==> src/rtl/triangle_projection_sequencer.sv <==
`timescale 1ns/1ps
// triangle_projection_sequencer
//
// Feeds whole triangles, one vertex at a time, through a single shared
// vertex projector. It collects the three projected x/y/z results and
// presents one projected triangle downstream. If the projector
// short-circuits any vertex, the triangle is culled and no further vertices
// are issued. A triangle whose projector never answers is abandoned after
// TIMEOUT cycles in WAIT and counted as culled.
//
// Ports
//   clk_in, rst_in            clock; asynchronous active-high reset
//   tri_valid_in/_ready_out   upstream triangle handshake
//   tri_vertices, tri_id_in   triangle vertices [v][axis] and ID
//   proj_valid_out/_ready_in  vertex issue handshake to the projector
//   proj_P                    vertex presented to the projector
//   proj_ready_out            result acceptance towards the projector
//   proj_valid_in             projector result valid (may stay high)
//   proj_short_circuit_in     projector short-circuit flag
//   proj_x/y/z_in             projected coordinates
//   tri_valid_out/_ready_in   downstream projected-triangle handshake
//   tri_x/y/z_out, tri_id_out projected triangle
//   cull_count                saturating count of culled triangles
//   timeout_err               sticky timeout flag
module triangle_projection_sequencer #(
    parameter int P_WIDTH                   = 16,
    parameter int VIEWPORT_W_POSITION_WIDTH = 20,
    parameter int VIEWPORT_H_POSITION_WIDTH = 18,
    parameter int ZWIDTH                    = 16,
    parameter int ID_WIDTH                  = 12,
    parameter int TIMEOUT                   = 256
) (
    input  logic                                          clk_in,
    input  logic                                          rst_in,
    input  logic                                          tri_valid_in,
    output logic                                          tri_ready_out,
    input  logic [2:0][2:0][P_WIDTH-1:0]                  tri_vertices,
    input  logic [ID_WIDTH-1:0]                           tri_id_in,
    output logic                                          proj_valid_out,
    input  logic                                          proj_ready_in,
    output logic [2:0][P_WIDTH-1:0]                       proj_P,
    output logic                                          proj_ready_out,
    input  logic                                          proj_valid_in,
    input  logic                                          proj_short_circuit_in,
    input  logic [VIEWPORT_W_POSITION_WIDTH-1:0]          proj_x_in,
    input  logic [VIEWPORT_H_POSITION_WIDTH-1:0]          proj_y_in,
    input  logic [ZWIDTH-1:0]                             proj_z_in,
    output logic                                          tri_valid_out,
    input  logic                                          tri_ready_in,
    output logic [2:0][VIEWPORT_W_POSITION_WIDTH-1:0]     tri_x_out,
    output logic [2:0][VIEWPORT_H_POSITION_WIDTH-1:0]     tri_y_out,
    output logic [2:0][ZWIDTH-1:0]                        tri_z_out,
    output logic [ID_WIDTH-1:0]                           tri_id_out,
    output logic [15:0]                                   cull_count,
    output logic                                          timeout_err
);

    localparam int XW    = VIEWPORT_W_POSITION_WIDTH;
    localparam int YW    = VIEWPORT_H_POSITION_WIDTH;
    localparam int CNT_W = $clog2(TIMEOUT + 1);

    typedef enum logic [1:0] {
        S_IDLE  = 2'd0,
        S_ISSUE = 2'd1,
        S_WAIT  = 2'd2,
        S_EMIT  = 2'd3
    } state_t;

    function automatic logic [15:0] sat_inc16(input logic [15:0] v);
        return (v == 16'hFFFF) ? v : v + 16'd1;
    endfunction

    state_t                          state_q;
    logic [1:0]                      vi_q;
    logic [2:0][2:0][P_WIDTH-1:0]    vert_q;
    logic [ID_WIDTH-1:0]             id_q;
    logic [2:0][P_WIDTH-1:0]         proj_p_q;
    logic                            proj_valid_q;
    logic                            valid_q;
    logic [CNT_W-1:0]                wait_cnt_q;
    // Results of vertices 0 and 1; vertex 2 goes straight to the outputs.
    logic [1:0][XW-1:0]              x_slot_q;
    logic [1:0][YW-1:0]              y_slot_q;
    logic [1:0][ZWIDTH-1:0]          z_slot_q;
    logic [2:0][XW-1:0]              tri_x_q;
    logic [2:0][YW-1:0]              tri_y_q;
    logic [2:0][ZWIDTH-1:0]          tri_z_q;
    logic [ID_WIDTH-1:0]             tri_id_q;
    logic [15:0]                     cull_q;
    logic                            timeout_q;

    logic                            rise_d;
    logic                            wait_last_d;
    logic [1:0]                      vi_d;
    logic [15:0]                     cull_d;

    // Only a fresh rising edge counts as a result, so a valid left high by
    // the projector from the previous vertex is never taken as new data.
    assign rise_d      = proj_valid_in && !valid_q;
    assign wait_last_d = (wait_cnt_q == CNT_W'(TIMEOUT - 1));
    assign vi_d        = vi_q + 2'd1;
    assign cull_d      = sat_inc16(cull_q);

    always_ff @(posedge clk_in or posedge rst_in) begin
        if (rst_in) begin
            state_q      <= S_IDLE;
            vi_q         <= 2'd0;
            vert_q       <= '0;
            id_q         <= '0;
            proj_p_q     <= '0;
            proj_valid_q <= 1'b0;
            valid_q      <= 1'b0;
            wait_cnt_q   <= '0;
            x_slot_q     <= '0;
            y_slot_q     <= '0;
            z_slot_q     <= '0;
            tri_x_q      <= '0;
            tri_y_q      <= '0;
            tri_z_q      <= '0;
            tri_id_q     <= '0;
            cull_q       <= 16'd0;
            timeout_q    <= 1'b0;
        end else begin
            valid_q      <= proj_valid_in;
            proj_valid_q <= 1'b0;
            case (state_q)
                S_IDLE: begin
                    if (tri_valid_in) begin
                        vert_q   <= tri_vertices;
                        id_q     <= tri_id_in;
                        vi_q     <= 2'd0;
                        proj_p_q <= tri_vertices[0];
                        state_q  <= S_ISSUE;
                    end
                end
                S_ISSUE: begin
                    // Single-cycle issue pulse; the vertex stays on proj_P
                    // for the whole wait.
                    if (proj_ready_in) begin
                        proj_valid_q <= 1'b1;
                        wait_cnt_q   <= '0;
                        state_q      <= S_WAIT;
                    end
                end
                S_WAIT: begin
                    wait_cnt_q <= wait_cnt_q + CNT_W'(1);
                    if (proj_short_circuit_in) begin
                        cull_q  <= cull_d;
                        state_q <= S_IDLE;
                    end else if (rise_d) begin
                        if (vi_q == 2'd2) begin
                            tri_x_q  <= {proj_x_in, x_slot_q[1], x_slot_q[0]};
                            tri_y_q  <= {proj_y_in, y_slot_q[1], y_slot_q[0]};
                            tri_z_q  <= {proj_z_in, z_slot_q[1], z_slot_q[0]};
                            tri_id_q <= id_q;
                            state_q  <= S_EMIT;
                        end else begin
                            x_slot_q[vi_q[0]] <= proj_x_in;
                            y_slot_q[vi_q[0]] <= proj_y_in;
                            z_slot_q[vi_q[0]] <= proj_z_in;
                            vi_q              <= vi_d;
                            proj_p_q          <= vert_q[vi_d];
                            state_q           <= S_ISSUE;
                        end
                    end else if (wait_last_d) begin
                        timeout_q <= 1'b1;
                        cull_q    <= cull_d;
                        state_q   <= S_IDLE;
                    end
                end
                S_EMIT: begin
                    if (tri_ready_in) begin
                        state_q <= S_IDLE;
                    end
                end
                default: state_q <= S_IDLE;
            endcase
        end
    end

    assign tri_ready_out  = (state_q == S_IDLE);
    assign proj_ready_out = (state_q == S_WAIT);
    assign tri_valid_out  = (state_q == S_EMIT);
    assign proj_valid_out = proj_valid_q;
    assign proj_P         = proj_p_q;
    assign tri_x_out      = tri_x_q;
    assign tri_y_out      = tri_y_q;
    assign tri_z_out      = tri_z_q;
    assign tri_id_out     = tri_id_q;
    assign cull_count     = cull_q;
    assign timeout_err    = timeout_q;

endmodule

==> config.mk <==
export PLATFORM = sky130hd
export DESIGN_NAME = triangle_projection_sequencer
export DESIGN_NICKNAME = d
export VERILOG_FILES = /design/src/rtl/triangle_projection_sequencer.sv
export SDC_FILE = /design/constraint.sdc
export NUM_CORES = 1
export LEC_CHECK = 0
export ABC_CLOCK_PERIOD_IN_PS = 14950
export BUFFER_PORTS_ARGS = -buffer_cell sky130_fd_sc_hd__buf_2
export CAP_MARGIN = 10
export CORE_MARGIN = 2
export CORE_UTILIZATION = 40
export CTS_CLUSTER_SIZE = 40
export DETAILED_ROUTE_END_ITERATION = 12
export GPL_TIMING_DRIVEN = 0
export SYNTH_ARGS = -nofsm -noshare
export SYNTH_HDL_FRONTEND = slang
export SYNTH_SLANG_ARGS = --single-unit
==> constraint.sdc <==
create_clock -name clk_in -period 14.95 [get_ports clk_in]
set_input_delay 0.7475 -clock clk_in [delete_from_list [all_inputs] [get_ports clk_in]]
set_output_delay 0.7475 -clock clk_in [all_outputs]
set_load 0.03 [all_outputs]
==> Yosys cells after proc, flatten, opt, wreduce, memory -nomap -nowiden <==
Cells that the tools add are included.
{ "op_classes": {"n_mul": 0, "add_sub_neg": 3, "n_div": 0, "n_mux": 37, "eq_ne": 14, "bitwise_logic": 3, "shift": 0, "n_lt_le_gt_ge": 3, "reduce_logical": 15} }
{ "ops": {"columns": ["cell", "n"], "rows": [
  ["48-bit 2-to-1 mux", 5],
  ["48-bit binary-select mux with 2-bit select", 1],
  ["48-bit one-hot mux with 2 select lines", 1],
  ["16-bit 2-to-1 mux", 5],
  ["40-bit bitwise mux", 1],
  ["36-bit bitwise mux", 1],
  ["32-bit bitwise mux", 1],
  ["2-bit 2-to-1 mux", 11],
  ["20-bit demux with 1-bit select", 1],
  ["20-bit 2-to-1 mux", 1],
  ["18-bit demux with 1-bit select", 1],
  ["18-bit 2-to-1 mux", 1],
  ["9-bit one-hot mux with 2 select lines", 1],
  ["16-bit by 1-bit adder with 16-bit output (second input constant)", 1],
  ["16-bit demux with 1-bit select", 1],
  ["16-bit == test (second input constant)", 1],
  ["4-bit AND reduction", 4],
  ["2-bit inequality test (second input constant)", 5],
  ["9-bit by 1-bit adder with 9-bit output (second input constant)", 1],
  ["9-bit by 8-bit == test with 1-bit output (second input constant)", 1],
  ["9-bit 2-to-1 mux", 1],
  ["2-bit one-hot mux with 4 select lines", 1],
  ["2-bit == test (second input constant)", 3],
  ["2-bit nonzero test", 3],
  ["16 further kinds", 22]
]} }
{ "totals": {"romBits": 0, "mem_count": 0, "register_bits": 518, "input_bits": 217, "out_inout_bits": 243, "ram_bits": 0, "latchBits": 0} }

==> Logic depth before layout (Yosys ltp) <==
Gate-level depths: netlist (run 1).
{ "depth": {"ltp_word": 7, "mapped_depth": 11} }

==> Worst setup path after synthesis (run 1) <==
OpenSTA, ideal clock, no wires.
{ "synth_path": {"path_kind": "reg-to-reg", "start": "reg wait_cnt_q[0]", "end": "reg cull_q[1], in the netlist cull_count[1]", "t_arrival_ns": 2.171, "n_path_buf": 0, "slack_ns": 12.654, "setup_ns": 0.125, "path_stages_with_launch": 10, "synth_period_minus_slack_ns": 2.296, "cell_sequence": "dfrtp_1 ha_1 and3_1 and3_1 and3_1 ha_1 nor2_1 or3_4 nor2_2 mux2_2"} }
{ "synth_between": {"elab_chain_cells": 3} }
{ "synth_rtl": {"columns": ["element", "line", "text"], "rows": [
  ["start: declaration", "80", "logic [CNT_W-1:0] wait_cnt_q;"],
  ["start signal: assignment", "146", "wait_cnt_q <= wait_cnt_q + CNT_W'(1);"],
  ["9-bit by 8-bit == test with 1-bit output", "100", "assign wait_last_d = (wait_cnt_q == CNT_W'(TIMEOUT - 1));"],
  ["2-bit nonzero test (no source line)", null, null],
  ["3-bit AND reduction (no source line)", null, null],
  ["end signal: assignment", "148", "cull_q <= cull_d;"],
  ["end signal: assignment", "167", "cull_q <= cull_d;"],
  ["end: declaration", "89", "logic [15:0] cull_q;"]
]} }
No other way between the ends.
A chain may end at the register's enable or synchronous reset.

==> Worst setup path after layout (run 1) <==
{ "layout_path": {"start": "reg vi_q[0]", "end": "reg proj_p_q (netlist bit proj_P[40])"} }
{ "layout_between": {"elab_chain_cells": 7, "elab_cells_between_ends": 10, "cone_classes": "add/sub: 1; eq/ne: 2; mux: 6; reduce/logical: 1"} }
{ "layout_rtl": {"columns": ["element", "line", "text"], "rows": [
  ["start: declaration", "74", "logic [1:0] vi_q;"],
  ["start signal: assignment", "161", "vi_q <= vi_d;"],
  ["2-bit by 1-bit adder with 2-bit output", "101", "assign vi_d = vi_q + 2'd1;"],
  ["48-bit binary-select mux with 2-bit select", "162", "proj_p_q <= vert_q[vi_d];"],
  ["48-bit 2-to-1 mux (implied by the code)", "162", null],
  ["48-bit 2-to-1 mux", "151", "if (vi_q == 2'd2) begin"],
  ["48-bit 2-to-1 mux", "150", "end else if (rise_d) begin"],
  ["48-bit 2-to-1 mux", "147", "if (proj_short_circuit_in) begin"],
  ["48-bit one-hot mux with 2 select lines", "126", "case (state_q)"],
  ["end signal: assignment", "132", "proj_p_q <= tri_vertices[0];"],
  ["end signal: assignment", "162", null],
  ["end: declaration", "77", "logic [2:0][P_WIDTH-1:0] proj_p_q;"]
]} }
Several ways; a longest one is shown, not always the timed one. The select of a mux whose other input is x is not followed.

==> results.cfg, run 1 <==
[timing]
hold_viol_final = 0
maxSlewViolCount = 0
fin_crit_ns = 3.31
period_share_pct = 22.2
finalSetupTns_ns = 0
worstMarginPinSlew_ns = 0.918
grt_setup_unrepaired = no
timing.slew.headroom_pct = 38.8
finClkSkew_ns = 0.0307
setup_viol = 0
fmax_ghz = 0.302

[yosys]
yosys-top-cells-count = sky130_fd_sc_hd__dfrtp_1 (518), sky130_fd_sc_hd__mux2_2 (439), sky130_fd_sc_hd__o21ai_0 (158)
yosys.cell_types.count = 39
synthesis.yosys.warnings = 0
synth_top_cell_area_share_pct = 62.4
synth-edff-count = 0
synth_net_count = 1672
ys_dominant_reg_cell = sky130_fd_sc_hd__dfrtp_1
synthesis.area_um2 = 20800
postSynthRegisterBits = 518
synth.top_cells.by_area = sky130_fd_sc_hd__dfrtp_1 (62%), sky130_fd_sc_hd__mux2_2 (24%), sky130_fd_sc_hd__o21ai_0 (3.8%)
postSynthCellCount = 1451
yosys.cell_count.top_type = sky130_fd_sc_hd__dfrtp_1
avgSynthCellArea_um2 = 14.3
async_flop_share_pct = 100
synth.largest_area_cell = sky130_fd_sc_hd__dfrtp_1
seq_area_frac_synth_pct = 62.4

[route]
dr_total_vias = 13873
route.antenna.remaining_nets = 0
drt_drc_violations_left = 0
via_per_inst = 5.11
routed_wire_length_per_instance_um = 20.7
first_pass_iters = 4
wirelength_um = 56100
detailedRoute.firstIterationViolations = 562

[critical_path]
rr_startpoint = vi_q[0]
crit_path_cell_trace = inv_1, clkbuf_1, ha_1, clkbuf_1, nor2b_1, buf_2, buf_1, a21oi_1, o21ai_0, o21ai_0, o21ai_0
setup_crit_end_kind = flip-flop
timing.critical_path.required_ns = 15.47
rr_endpoint = proj_P[40]
cp_slowest_cell = sky130_fd_sc_hd__clkbuf_1
critical_path.startpoint_type = flip-flop
r2r_slack_ns = 11.64
critical-path-max-stage-delay_ns = 0.48
cp_max_fo = 10
critPathTopFamily = buffers and inverters
cp_common_cell = sky130_fd_sc_hd__o21ai_0
timing.reg2reg.worst_path_depth = 11
critical_path_arrival_ns = 3.83
timing_worst_setup_path_type = reg2reg
worst-path-buf-inv = 5

[placed_design]
dp_hpwl_um = 41700
place_area_um2 = 24200
place.gp.congestion = 0.836
placed_cells_incl_taps = 2604
port-buffer-count = 459

[global_route]
track_usage_pct = 20.8
grt_use_met2_pct = 35.2
met1_usage_pct = 26.0
grt_antenna_before_repair = 20
global_route.peak_usage_layer = met2
groute.layer.met3.usage_pct = 5.75
grt-ovfl-total = 0
grt_pass1_vias = 14457
grt_first_pass_wirelength_um = 85700
grt_max_degree = 46

[floorplan]
start_util_pct = 40.5
placement_rows = 83
die_area_um2 = 53800
floorplan.core_area_um2 = 51300
ioPinCount = 460
die_width_um = 232
floorplan.die.height_um = 232

[finish]
multiInputGateArea_um2 = 7330
finish.cell_count_without_fillers = 2715
drive_above_1_share_pct = 52.4
syn_to_final_growth_pct = 25.6
post-route-cell-area_um2 = 26100
fillers = 4583
layout.area.seq_um2 = 13000
final_net_count = 2201

[worst_hold_path]
holdCritPathClass = in2async

[clocking]
cts_tree = yes
htree_levels = 2
hold_buffers = 0
ctsRootBufferMaster = sky130_fd_sc_hd__clkbuf_16
cts_resized = 0
clock_tree.buffer_depth = 3
numClockSinks = 518
clock_pin_slew_of_the_registers_on_the_worst_case_setup_and_hold_paths_ns = 0.06
cts_made_buffers = 54
clock_latency_ns = 0.62
cts_setup_buffers = 0

[pwr]
power.ir.vdd_worst_mv = 0.125
power.density_cell_area_nw_per_um2 = 179
reported_leakage_power_uw = 0.0133

[outcome]
run_status = finished, final reports clean

[run]
max_cap_viol_count = 0
-- state kept, by name, summed over array words and instances (netlist names), 16 cells and up --
signal,flops
vert_q,144
tri_x_out,60
tri_y_out,54
proj_P,48
tri_z_out,48
x_slot_q,40
y_slot_q,36
z_slot_q,32
cull_count,16
-- where the power goes --
| part | switching (µW) | total (µW) | internal [µW] | leakage (µW) |
|---|---|---|---|---|
| logic | 720 | 1270 | 549 | 0.00572 |
| registers | 217 | 2030 | 1810 | 0.00672 |
| clock network | 565 | 1390 | 821 | 0.000909 |
-- worst max-delay path by stage --
stage / from / endpoint / cells past startpoint
after floorplan: rst_in / cull_count[0] / 1
after detailed placement: vi_q[0] / proj_P[40] / 11
after global placement: rst_in / tri_x_out[12] / 2
final: vi_q[0] / proj_P[40] / 11
after CTS: vi_q[0] / proj_P[40] / 11
after global routing: vi_q[0] / proj_P[18] / 11
-- area by class of cell --
type	instances	area share, %
plain buffers	86	1.80
diodes	11	0.105
multi-input cells	842	28.1
repair buffers	473	9.88
well taps	680	3.26
clock buffers	82	6.08
inverters	5	0.0863
clock inverters	18	1.02
flip-flops and latches	518	49.7
-- per-stage QoR --
stage          power, µW  setup slack (ns)  hold slack [ns]  util, %
2_1_floorplan       2900              7.17            0.449        -
3_3_place_gp        3280              4.33            0.443     46.7
3_5_place_dp        3330             11.55            0.454     47.2
4_1_cts             4740             11.55            0.168     50.8
5_1_grt             4950             11.33            0.198     50.8
6_report            4680             11.64            0.186     50.9
-- per-layer routing --
metal	vias up	wire length (µm)	part of all wire, %
met3	104	3900	6.9
met4	18	1580	2.8
met5	-	121	0.22
met2	420	27600	49
met1	7100	22900	41
li1	6231	-	-
-- cells by family (layout without fill, tap and decap cells) --
family | Yosys count | count (layout) | synth area share (%)
AO/OA/AOI/OAI | 210 | 210 | 5.10
buffers and inverters | 91 | 664 | 2.35
XOR/XNOR | 16 | 16 | 0.674
flip-flops | 518 | 518 | 62.4
AND/OR/NAND/NOR | 123 | 123 | 3.08
adder cells (fa/ha/maj) | 4 | 4 | 0.241
multiplexers | 489 | 489 | 26.2
other | 0 | 11 | 0
-- placed cells by master (no fill, tap or decap), types with 6 or more instances in the layout --
cell / Yosys / routed
sky130_fd_sc_hd__dfrtp_1: 518 / 518
sky130_fd_sc_hd__buf_2: 30 / 489
sky130_fd_sc_hd__mux2_2: 439 / 439
sky130_fd_sc_hd__o21ai_0: 158 / 158
sky130_fd_sc_hd__nand2_1: 68 / 68
sky130_fd_sc_hd__clkbuf_16: 0 / 54
sky130_fd_sc_hd__mux2i_1: 50 / 50
sky130_fd_sc_hd__a21oi_1: 48 / 48
sky130_fd_sc_hd__clkbuf_1: 28 / 43
sky130_fd_sc_hd__buf_4: 17 / 17
sky130_fd_sc_hd__buf_12: 0 / 14
sky130_fd_sc_hd__xnor2_1: 13 / 13
sky130_fd_sc_hd__clkbuf_8: 0 / 13
sky130_fd_sc_hd__diode_2: 0 / 11
sky130_fd_sc_hd__nand3_1: 10 / 10
sky130_fd_sc_hd__nor2_1: 8 / 8
sky130_fd_sc_hd__clkinv_2: 0 / 8
sky130_fd_sc_hd__buf_6: 6 / 6
sky130_fd_sc_hd__and3_1: 6 / 6
Power figures use the tool's default switching activity.
==> inputs of run 2 (changes only) <==
ABC_CLOCK_PERIOD_IN_PS = 3400   (was 14950)
clock period = 3.4 ns   (was 14.95 ns; I/O delays follow)
==> run 2 against run 1 <==
Total power grew to 4.4 times the previous value. Sequential power grew to 4.4 times the previous value. Flip-flop and latch count unchanged. Clock power grew to 4.4 times the previous value. Register-to-register slack got worse by 11 ns. First-iteration DRC count rose by 21%. Critical endpoint is now proj_P[17]. Non-clock buffer count up 215.
==> results.cfg, run 2 (same netlist as run 1, synthesis figures left out) <==
[outcome]
run_status = finished, final reports clean

[route]
first_pass_iters = 4
route.antenna.remaining_nets = 0
via_per_inst = 5.04
wirelength_um = 58000
dr_total_vias = 14764
detailedRoute.firstIterationViolations = 681
drt_drc_violations_left = 0
routed_wire_length_per_instance_um = 19.8

[critical_path]
timing_worst_setup_path_type = reg2reg
r2r_slack_ns = 0.30
timing.reg2reg.worst_path_depth = 10
critical_path_arrival_ns = 3.62
cp_common_cell = sky130_fd_sc_hd__o21ai_0
cp_slowest_cell = sky130_fd_sc_hd__inv_1
timing.critical_path.from = vi_q[0]
critical-path-max-stage-delay_ns = 0.51
cp_max_fo = 15
timing.critical_path.required_ns = 3.92
rr_endpoint = proj_P[17]
rr_startpoint = vi_q[0]
crit_path_cell_trace = inv_1, ha_1, clkbuf_1, nor2b_1, buf_2, clkbuf_1, a21oi_1, o21ai_0, o21ai_0, o21ai_0
critical_path.startpoint_type = flip-flop
setup_crit_end_kind = flip-flop
critical_path_end = proj_P[17]

[global_route]
met1_usage_pct = 26.7
grt_use_met2_pct = 37.2
groute.layer.met3.usage_pct = 4.78
track_usage_pct = 21.5
grt_first_pass_wirelength_um = 89300
grt_pass1_vias = 15605
global_route.peak_usage_layer = met2
grt-ovfl-total = 0
grt_antenna_before_repair = 12
grt_max_degree = 46

[clocking]
ctsRootBufferMaster = sky130_fd_sc_hd__clkbuf_16
clock_pin_slew_of_the_registers_on_the_worst_case_setup_and_hold_paths_ns = 0.06
cts_tree = yes
htree_levels = 2
cts_made_buffers = 54
clock_latency_ns = 0.62
clock_tree.buffer_depth = 3
numClockSinks = 518
cts_resized = 0

[finish]
top_register = vert_q
fillers = 4359
syn_to_final_growth_pct = 35.9
post-route-cell-area_um2 = 28300
leading_cell_type_in_the_layout_fill_and_taps_excluded = sky130_fd_sc_hd__dfrtp_1
final_net_count = 2416
finish.cell_count_without_fillers = 2930
layout_common_cells = sky130_fd_sc_hd__dfrtp_1 (518), sky130_fd_sc_hd__buf_2 (489), sky130_fd_sc_hd__mux2_2 (439), sky130_fd_sc_hd__dlygate4sd3_1 (216), sky130_fd_sc_hd__o21ai_0 (158)
drive_above_1_share_pct = 47.4
largest_register_ffs = 144

[timing]
finClkSkew_ns = 0.0329
period_share_pct = 91.3
timing.slew.headroom_pct = 38.2
fin_crit_ns = 3.10
fmax_ghz = 0.322
grt_setup_unrepaired = yes
setup_viol = 0
hold_viol_final = 0
worstMarginPinSlew_ns = 0.928
fin_hold_ws_ns = 0.0640
maxSlewViolCount = 0

[floorplan]
placement_rows = 83
floorplan.die.height_um = 232
die_width_um = 232
ioPinCount = 460
floorplan.core_area_um2 = 51300
die_area_um2 = 53800
start_util_pct = 40.5

[placed_design]
port-buffer-count = 459
dp_hpwl_um = 41700
placed_cells_incl_taps = 2604
place_area_um2 = 24200
place.gp.congestion = 0.836

[pwr]
reported_leakage_power_uw = 0.0143
power.ir.vdd_worst_mv = 0.556
power.density_cell_area_nw_per_um2 = 737

[run]
max_cap_viol_count = 0

[worst_hold_path]
holdCritPathClass = in2reg
min_from = proj_ready_in
-- run 2: cell types whose count changed in the layout (fill, tap and decap cells not counted), sizes merged --
cell / change
clkbuf: -1
dlygate4sd3: +216
-- run 2: worst min-delay path by stage --
stage | endpoint | cells after the start
after global routing | state_q[1] | 4
after global placement | valid_q | 1
after detailed placement | tri_z_out[39] | 2
after CTS | state_q[1] | 4
after floorplan | valid_q | 0
final | state_q[1] | 4
-- run 2: critical path: cells and delay by family, from the launching register on --
kind                     cells  cell delay, ns
flip-flops                   1            0.42
AND/OR/NAND/NOR              1            0.25
buffers and inverters        4            1.50
adder cells (fa/ha/maj)      1            0.24
AO/OA/AOI/OAI                4            0.57
-- run 2: metrics by stage --
stage               power, µW  utilization (%)  worst slack, ns  setup TNS (ns)
floorplan               12800                -            -3.81        -1971.64
finish                  20800             55.1            0.296               0
detailed placement      14600             47.2          0.00187               0
global route            22000             55.1          -0.0194         -0.0194
global placement        14400             46.7            -6.64        -3407.15
CTS                     21000             55.0         0.000342               0
-- run 2: timing repair --
action                                  CTS  global route
endpoints found under the setup margin    0            43
hold buffers                            216             0
endpoints found under the hold margin   499             0
buffers inserted                          0             0
-- run 2: layout make-up --
| class | instances | area, µm² | share of cell area (%) |
|---|---|---|---|
| multi-input combinational | 842 | 7330 | 26.0 |
| inverter | 5 | 22.5 | 0.0797 |
| sequential | 518 | 13000 | 45.9 |
| clock inverter | 18 | 265 | 0.939 |
| tap | 680 | 851 | 3.01 |
| buffer | 85 | 465 | 1.65 |
| antenna | 11 | 27.5 | 0.0974 |
| clock buffer | 82 | 1590 | 5.62 |
| timing repair buffer | 689 | 4740 | 16.8 |
-- run 2: per-layer routing --
metal | up-vias | part of all wire (%)
li1 | 6673 | -
met1 | 7541 | 41
met2 | 447 | 50
met3 | 101 | 6.0
met4 | 2 | 2.7
met5 | - | 0.022
-- run 2: power by group --
part           leakage [µW]  switching [µW]  internal (µW)
sequential          0.00672             961           7960
clock              0.000909            2490           3610
combinational       0.00662            3230           2580
==> inputs of run 3 (changes only) <==
SETUP_SLACK_MARGIN = 0.4   (was not set)
==> run 3 against run 2 <==
Combinational power about the same. Wire length hardly changed. Cell count is essentially flat. Setup slack gained 0.28 ns. Cell area up 0.14%. Clock power about the same. Largest power group unchanged. Highest routed layer unchanged.
==> results.cfg, run 3 (same netlist as run 1, synthesis figures left out) <==
[outcome]
run_status = finished, final reports clean

[critical_path]
timing.critical_path.required_ns = 3.87
timing.reg2reg.worst_path_depth = 7
critical_path_arrival_ns = 3.29
r2r_slack_ns = 0.58
rr_endpoint = tri_z_out[32]
critical_path.startpoint_type = flip-flop
critPathTopFamily = buffers and inverters
crit_path_cell_trace = inv_1, clkbuf_2, ha_1, nor4b_4, buf_2, buf_4, mux2_2
timing.critical_path.from = vi_q[0]
stages_on_the_worst_setup_path = 7
rr_startpoint = vi_q[0]
cp_max_fo = 10
setup_crit_end_kind = flip-flop
critical-path-max-stage-delay_ns = 0.42
cp_slowest_cell = sky130_fd_sc_hd__dfrtp_1
critical_path_end = tri_z_out[32]
worst-path-buf-inv = 4
timing_worst_setup_path_type = reg2reg

[finish]
largest_register_ffs = 144
top_register = vert_q
layout_common_cells = sky130_fd_sc_hd__dfrtp_1 (518), sky130_fd_sc_hd__buf_2 (490), sky130_fd_sc_hd__mux2_2 (439), sky130_fd_sc_hd__dlygate4sd3_1 (216), sky130_fd_sc_hd__o21ai_0 (158)
leading_cell_type_in_the_layout_fill_and_taps_excluded = sky130_fd_sc_hd__dfrtp_1
syn_to_final_growth_pct = 36.1
drive_above_1_share_pct = 47.7
final_net_count = 2418

[global_route]
track_usage_pct = 21.5
grt_pass1_vias = 15615
grt_max_degree = 46
grt_antenna_before_repair = 12
grt-ovfl-total = 0
grt_first_pass_wirelength_um = 89400

[floorplan]
die_width_um = 232
placement_rows = 83
floorplan.core_area_um2 = 51300
start_util_pct = 40.5
ioPinCount = 460
floorplan.die.height_um = 232
die_area_um2 = 53800

[timing]
grt_setup_unrepaired = yes
finClkSkew_ns = 0.0319
hold_viol_final = 0
final_critical_path_setup_slack_ns = 0.580
finalSetupTns_ns = 0
worstMarginPinSlew_ns = 0.672
fin_hold_ws_ns = 0.0724
period_share_pct = 82.9
fin_crit_ns = 2.82
maxSlewViolCount = 0
setup_viol = 0
timing.slew.headroom_pct = 55.2
fmax_ghz = 0.355

[placed_design]
place.gp.congestion = 0.836
dp_hpwl_um = 41700
post-place-ws_ns = 0.00187
port-buffer-count = 459

[route]
drt_drc_violations_left = 0
dr_total_vias = 14773
routed_wire_length_per_instance_um = 19.8
route.antenna.remaining_nets = 0
first_pass_iters = 6
detailedRoute.firstIterationViolations = 626
wirelength_um = 58000
via_per_inst = 5.04

[clocking]
htree_levels = 2
numClockSinks = 518
clock_pin_slew_of_the_registers_on_the_worst_case_setup_and_hold_paths_ns = 0.06
clock_tree.buffer_depth = 3
cts_made_buffers = 54
clock_latency_ns = 0.62
cts_tree = yes
ctsRootBufferMaster = sky130_fd_sc_hd__clkbuf_16

[worst_hold_path]
holdCritPathClass = in2reg

[pwr]
power.density_cell_area_nw_per_um2 = 737
reported_leakage_power_uw = 0.0143
power.ir.vdd_worst_mv = 0.556
post-layout-total-power_uw = 20800

[run]
max_cap_viol_count = 0
run 3: tightest hold or removal path, stage by stage:
cell and delay (ns):
sky130_fd_sc_hd__buf_2 0.08, sky130_fd_sc_hd__nor2b_1 0.21, sky130_fd_sc_hd__o21ai_0 0.12, sky130_fd_sc_hd__o21ai_0 0.07
run 3: worst min path at each step:
stage	start	end	slack (ns)	cells past startpoint
6_report	proj_ready_in	state_q[1]	0.07	4
5_1_grt	proj_ready_in	state_q[1]	0.10	4
4_1_cts	proj_ready_in	state_q[1]	0.04	4
3_5_place_dp	rst_in	tri_z_out[39]	0.23	2
3_3_place_gp	proj_valid_in	valid_q	0.31	1
2_1_floorplan	proj_valid_in	valid_q	0.20	0
run 3: final cells by class:
type,instances,area (µm²)
Antenna cell,11,27.5
Buffer,86,483
Clock buffer,82,1590
Clock inverter,18,265
Fill cell,4357,23000
Inverter,5,22.5
Multi-Input combinational cell,842,7350
Sequential cell,518,13000
Tap cell,680,851
Timing Repair Buffer,690,4750
run 3: through the flow:
step / utilization [%] / instances / cell area (µm²)
final: 55.1 / 2932 / 28300
after global routing: 55.1 / 2932 / 28300
after CTS: 55.1 / 2920 / 28200
after detailed placement: 47.2 / 2604 / 24200
after global placement: 46.7 / 2590 / 23900
after floorplan: - / 1451 / 20800
run 3: metal layers:
metal  vias to the layer above  track usage, %  wire (µm)
met5                         -               0         13
met4                         2            6.75       1600
met3                       101            4.78       3460
met2                       442            37.2      29100
met1                      7542            26.8      23800
li1                       6686               -          -
run 3: repair_timing:
action                                 CTS  global route
endpoints found under the hold margin  499             0
setup buffers                            0             1
resized for setup                        5            11
setup endpoints to repair              210           188
hold buffers                           216             0
gates cloned                             0             0
run 3: power by group:
| part | total [µW] | internal, µW | leakage (µW) | switching, µW |
|---|---|---|---|---|
| clock network | 6100 | 3610 | 0.000909 | 2490 |
| registers | 8920 | 7960 | 0.00672 | 956 |
| logic | 5830 | 2600 | 0.00665 | 3230 |
